`src/rtl/fetch_stage.sv`:
```
// fetch_stage: instruction-fetch front end. Holds the PC, issues one imem
//   request at a time, loads the IF/ID register, absorbs decode stalls in a
//   one-entry hold buffer and retargets on Redirect (wrong-path data dropped).
// Latency: handshake at n, response at n+k, IF/ID valid and next request at n+k+1.
// Backpressure: StallD parks a returned word in the hold buffer (HOLD) and no
//   new request issues until it drains; ImemReqReady low holds ImemAddr steady.
// Ports: clk/rst (sync, active-high); Redirect/PCTarget; StallD/FlushD;
//   ImemReqValid/ImemAddr/ImemReqReady request; ImemRespValid/ImemRespData
//   response; InstrD/PCD/PCPlus4D/ValidD/MisalignD IF/ID outputs.
// Option: define FETCH_MISALIGN_TRAP_EN to trap on misaligned redirect targets
//   (TRAP state, MisalignD marker); otherwise targets are word-aligned on load.
module fetch_stage #(
  parameter logic [31:0] RESET_PC  = 32'h0000_0000,
  parameter logic [31:0] NOP_INSTR = 32'h0000_0013
) (
  input  logic        clk,
  input  logic        rst,
  input  logic        Redirect,
  input  logic [31:0] PCTarget,
  input  logic        StallD,
  input  logic        FlushD,
  output logic        ImemReqValid,
  output logic [31:0] ImemAddr,
  input  logic        ImemReqReady,
  input  logic        ImemRespValid,
  input  logic [31:0] ImemRespData,
  output logic [31:0] InstrD,
  output logic [31:0] PCD,
  output logic [31:0] PCPlus4D,
  output logic        ValidD,
  output logic        MisalignD
);

`ifdef FETCH_MISALIGN_TRAP_EN
  typedef enum logic [2:0] {S_REQ, S_WAIT, S_HOLD, S_DROP, S_TRAP} state_t;
`else
  typedef enum logic [1:0] {S_REQ, S_WAIT, S_HOLD, S_DROP} state_t;
`endif

  state_t      state, state_nx;
  logic [31:0] pc, pc_nx, pc_plus4;
  logic [31:0] hold_instr;
  logic [31:0] target;
  logic        hs;
  logic        ld;
  logic [31:0] ld_instr;
  logic        hold_wr, hold_clr;
  logic [31:0] instr_q, pcd_q, pcp4_q;
  logic        vld_q;

`ifdef FETCH_MISALIGN_TRAP_EN
  logic        trap_arm, trap_arm_nx;
  logic        ld_mis;
  logic        mis_q;
  assign target    = PCTarget;
  assign MisalignD = mis_q;
`else
  // Low address bits are dropped so a misaligned target fetches its word.
  assign target    = PCTarget & ~32'h3;
  assign MisalignD = 1'b0;
`endif

  assign pc_plus4     = pc + 32'd4;  // wraps modulo 2^32
  assign ImemReqValid = (state == S_REQ) && !rst;
  assign ImemAddr     = pc;
  assign hs           = ImemReqValid && ImemReqReady;

  assign InstrD   = instr_q;
  assign PCD      = pcd_q;
  assign PCPlus4D = pcp4_q;
  assign ValidD   = vld_q;

  always_comb begin
    state_nx = state;
    pc_nx    = pc;
    ld       = 1'b0;
    ld_instr = ImemRespData;
    hold_wr  = 1'b0;
    hold_clr = 1'b0;
`ifdef FETCH_MISALIGN_TRAP_EN
    trap_arm_nx = trap_arm;
    ld_mis      = 1'b0;
`endif
    if (Redirect) begin
      // Redirect overrides everything; an accepted-but-unanswered request
      // must still be drained in DROP so its response is not taken as ours.
      pc_nx    = target;
      hold_clr = 1'b1;
      case (state)
        S_REQ:   state_nx = hs ? S_DROP : S_REQ;
        S_WAIT:  state_nx = ImemRespValid ? S_REQ : S_DROP;
        S_HOLD:  state_nx = S_REQ;
        S_DROP:  state_nx = S_DROP;
        default: state_nx = S_REQ;
      endcase
`ifdef FETCH_MISALIGN_TRAP_EN
      // Any late response arrives while in TRAP and is ignored there.
      if (PCTarget[1:0] != 2'b00) begin
        state_nx    = S_TRAP;
        trap_arm_nx = 1'b1;
      end
`endif
    end else begin
      case (state)
        S_REQ: if (hs) state_nx = S_WAIT;
        S_WAIT: begin
          if (ImemRespValid) begin
            if (StallD) begin
              hold_wr  = 1'b1;
              state_nx = S_HOLD;
            end else begin
              ld       = 1'b1;
              pc_nx    = pc_plus4;
              state_nx = S_REQ;
            end
          end
        end
        S_HOLD: begin
          if (!StallD) begin
            ld       = 1'b1;
            ld_instr = hold_instr;
            pc_nx    = pc_plus4;
            state_nx = S_REQ;
          end
        end
        S_DROP: if (ImemRespValid) state_nx = S_REQ;
`ifdef FETCH_MISALIGN_TRAP_EN
        S_TRAP: begin
          // One marker per trap entry; then idle until the next Redirect.
          if (trap_arm && !StallD) begin
            ld          = 1'b1;
            ld_instr    = NOP_INSTR;
            ld_mis      = 1'b1;
            trap_arm_nx = 1'b0;
          end
        end
`endif
        default: state_nx = S_REQ;
      endcase
    end
  end

  always_ff @(posedge clk) begin
    if (rst) begin
      state      <= S_REQ;
      pc         <= RESET_PC;
      hold_instr <= NOP_INSTR;
      instr_q    <= NOP_INSTR;
      pcd_q      <= 32'h0;
      pcp4_q     <= 32'h0;
      vld_q      <= 1'b0;
`ifdef FETCH_MISALIGN_TRAP_EN
      trap_arm   <= 1'b0;
      mis_q      <= 1'b0;
`endif
    end else begin
      state <= state_nx;
      pc    <= pc_nx;
`ifdef FETCH_MISALIGN_TRAP_EN
      trap_arm <= trap_arm_nx;
`endif
      if (hold_clr)     hold_instr <= NOP_INSTR;
      else if (hold_wr) hold_instr <= ImemRespData;
      // Flush wins over a same-cycle load; the PC has still advanced.
      if (FlushD) begin
        instr_q <= NOP_INSTR;
        vld_q   <= 1'b0;
`ifdef FETCH_MISALIGN_TRAP_EN
        mis_q   <= 1'b0;
`endif
      end else if (ld) begin
        instr_q <= ld_instr;
        pcd_q   <= pc;
        pcp4_q  <= pc_plus4;
        vld_q   <= 1'b1;
`ifdef FETCH_MISALIGN_TRAP_EN
        mis_q   <= ld_mis;
`endif
      end
    end
  end

endmodule

```
`config.mk`:
```
export PLATFORM = sky130hd
export DESIGN_NAME = fetch_stage
export DESIGN_NICKNAME = d
export VERILOG_FILES = /design/src/rtl/fetch_stage.sv
export SDC_FILE = /design/constraint.sdc
export NUM_CORES = 1
export LEC_CHECK = 0
export CAP_MARGIN = 15
export CORE_AREA = 5 5 147 135
export CTS_CLUSTER_DIAMETER = 100
export DETAILED_ROUTE_END_ITERATION = 8
export DIE_AREA = 0 0 152 140
export PLACE_DENSITY = 0.71
export RECOVER_POWER = 50
export REMOVE_ABC_BUFFERS = 1
export SLEW_MARGIN = 5
export SYNTH_ARGS = -nofsm -noshare
export SYNTH_HDL_FRONTEND = slang
export SYNTH_SLANG_ARGS = --single-unit
```
`constraint.sdc`:
```
create_clock -name clk -period 2.4 [get_ports clk]
set_input_delay 0.36 -clock clk [delete_from_list [all_inputs] [get_ports clk]]
set_output_delay 0.36 -clock clk [all_outputs]
set_load 0.03 [all_outputs]
```
==> impl_metrics.csv <==
group,metric,value,unit
clocking,worstSkewPairLatency,0.42,ns
layout,layout-drive-gt1-share,0.0919,
synth,yosys_most_used_dff,"dfxtp_1",
clocking,cts_max_level,4,
timing,drv_slew,0,
timing,slew_headroom,0.520,
clocking,ctsRootBufferMaster,"clkbuf_16",
placement,post-dp-hpwl,15700,um
die,die_x,152,um
global_routing,gr-usage-met1,0.270,
die,core_area,18100,sq um
setup_path,crit_type,"reg2reg",
die,fp.dieH,140,um
synth,yosys_warnings,0,
setup_path,arrival,2.59,ns
route,wire_per_inst,17.3,um
timing,rsz0062_at_grt,"no",
pwr,irDropWorstVdd,458,uV
layout,diodes,0,
pwr,p_total,6.53,mW
synth,ys_types,63,
placement,port_buffers,192,
layout,layout.cells.most_common_list,"185 x nand2_1, 157 x dfxtp_1, 96 x dlygate4sd3_1",
timing,setup_tns,0,ns
synth,ys_ff_latch,157,
route,drt_iter0_markers,530,
route,wl,22900,um
route,firstDrtPassIters,8,
synth,avgSynthCellArea,8.06,sq um
synth,synth_edf_count,0,
global_routing,antenna_found_initial,0,
route,route.detailed.drc,0,
timing,tightest_slew,0.720,ns
layout,fin_cells,1322,
layout,nets,1141,
pwr,p_leak,3.62,nW
placement,finalWeightedCongestion,0.816,
placement,post-place-cells,1290,
global_routing,grt-ovfl-total,0,
layout,fin_util,0.556,
route,drt-vias-per-instance,5.49,
global_routing,grt_pass1_vias,6863,
die,num_rows,47,
layout,area_delta_synth_final,41.0,%
global_routing,grt_max_degree,64,
worst_hold_path,min_path_type,"in2reg",
pwr,powerDensity,648,nW/um^2
setup_path,start_kind,"register",
global_routing,track_usage,0.209,
clocking,hold_buffers,0,
timing,timing_hold_violations_final,0,
clocking,clock-sinks,157,
synth,syn_inst,886,
global_routing,grtUsageMet2,0.338,
die,start_util,0.394,
global_routing,grtUsageMet3,0.0682,
route,postRouteAntennaNets,0,
timing,period_minus_slack,2.26,ns
global_routing,busiest_layer,"met2",
timing,setup_ws,0.136,ns
global_routing,grt_first_pass_wirelength,37100,um
timing,setup_viol,0,
timing,skew,0.00828,ns
outcome,status,"complete, no violations",
layout,n_fill_cell,1684,
clocking,cts_buffers,17,
die,dieArea,21300,sq um
timing,max_clock_freq,442,MHz
timing,min_period_over_period,0.944,
synth,synthesis.area,7140,sq um
placement,place_ws,-0.132,ns
job,maxCapViolCount,0,
setup_path,cp-end-kind,"register",
clocking,cts_max_path_buffers,2,
synth,async_reset_ff_frac,0,
setup_path,critPathMaxFanout,8,
layout,final_common_cell,"nand2_1",
die,pin_count,202,
route,vias,7252,
synth,seq_area_frac_synth,0.440,
setup_path,cp_data_required_time,2.73,ns
clocking,clkTransAtPathRegs,0.06,ns
clocking,cts_tree,"done",
## power by group
| group | leakage, nW | switching [mW] | internal (mW) | total [mW] |
|---|---|---|---|---|
| Combinational | 2.05 | 0.580 | 0.404 | 0.984 |
| Clock | 0.296 | 1.07 | 1.72 | 2.79 |
| Sequential | 1.27 | 0.0807 | 2.67 | 2.75 |
| Total | 3.62 | 1.73 | 4.80 | 6.53 |
## repair_timing
item                       4_1_cts  5_1_grt
resized for setup                0        3
buffers inserted                 0        0
setup endpoints to repair        0        5
## cell usage after synthesis (8+ instances only)
library cell  count  share of area
a311oi_1         19          0.023
dfxtp_1         157           0.44
a211oi_1         27          0.028
and4_1            9          0.011
buf_2            16          0.011
nand4_1          18          0.016
o221ai_1         33          0.040
buf_4             8         0.0084
or4_1            13          0.014
xnor2_1          16          0.020
nor4_1           17          0.015
nor2_1           58          0.030
inv_1            13         0.0068
nor3_1           14         0.0098
o31ai_1          12          0.013
a21oi_1          95          0.067
nand2_1         185          0.097
clkbuf_1         64          0.034
nand3_1          17          0.012
## cell type report
class                   instances  area (sq um)  share of cell area
clock inverters                10           138              0.0137
multi-input cells             625          3570               0.355
clock buffers                  22           474              0.0471
well taps                     245           307              0.0304
inverters                      14          52.6             0.00522
flip-flops and latches        157          3140               0.312
repair buffers                249          2390               0.237
## flip-flops by register name, summed over array words and instances, names as in the netlist
name and count:
state 2, PCD 30, PCPlus4D 30, hold_instr 32
ImemAddr 30, InstrD 32, ValidD 1
## kinds of logic (layout without fill, tap and decap cells)
kind of cell,Yosys count,count (layout),synth area share
fa+ha+maj,6,6,0.0105
simple gates,365,365,0.240
mux,2,2,0.00298
xor+xnor,20,20,0.0245
buf+inv,110,295,0.0659
other cells,1,7,0.000525
flops,157,157,0.440
compound gates,225,225,0.216
## metal layers
layer,vias up,share of wire
met3,30,0.090
met4,0,0.018
met5,-,0
met2,320,0.46
li1,3531,-
met1,3371,0.43
## worst max-delay path, cell delays in order (launching register included)
cell and delay, ns:
dfxtp_1 0.33, inv_1 0.08, ha_1 0.22, mux2i_1 0.17, or4_4 0.59, or4_1 0.53, a311oi_1 0.26
## through the flow
stage	area [sq um]	hold slack, ns
4_1_cts	10100	0.287
2_1_floorplan	6750	0.429
5_1_grt	10100	0.331
3_3_place_gp	9480	0.439
6_report	10100	0.316
3_5_place_dp	9480	0.444
## worst paths after layout
path	start	end	slack, ns	cells after the start
min reg2reg	InstrD[17]	InstrD[17]	0.45	2
max	state[1]	ImemAddr[21]	0.14	6
max reg2reg	state[1]	ImemAddr[21]	0.14	6
min	rst	PCPlus4D[31]	0.32	2
Note: power is estimated with default switching activity, not from simulation.
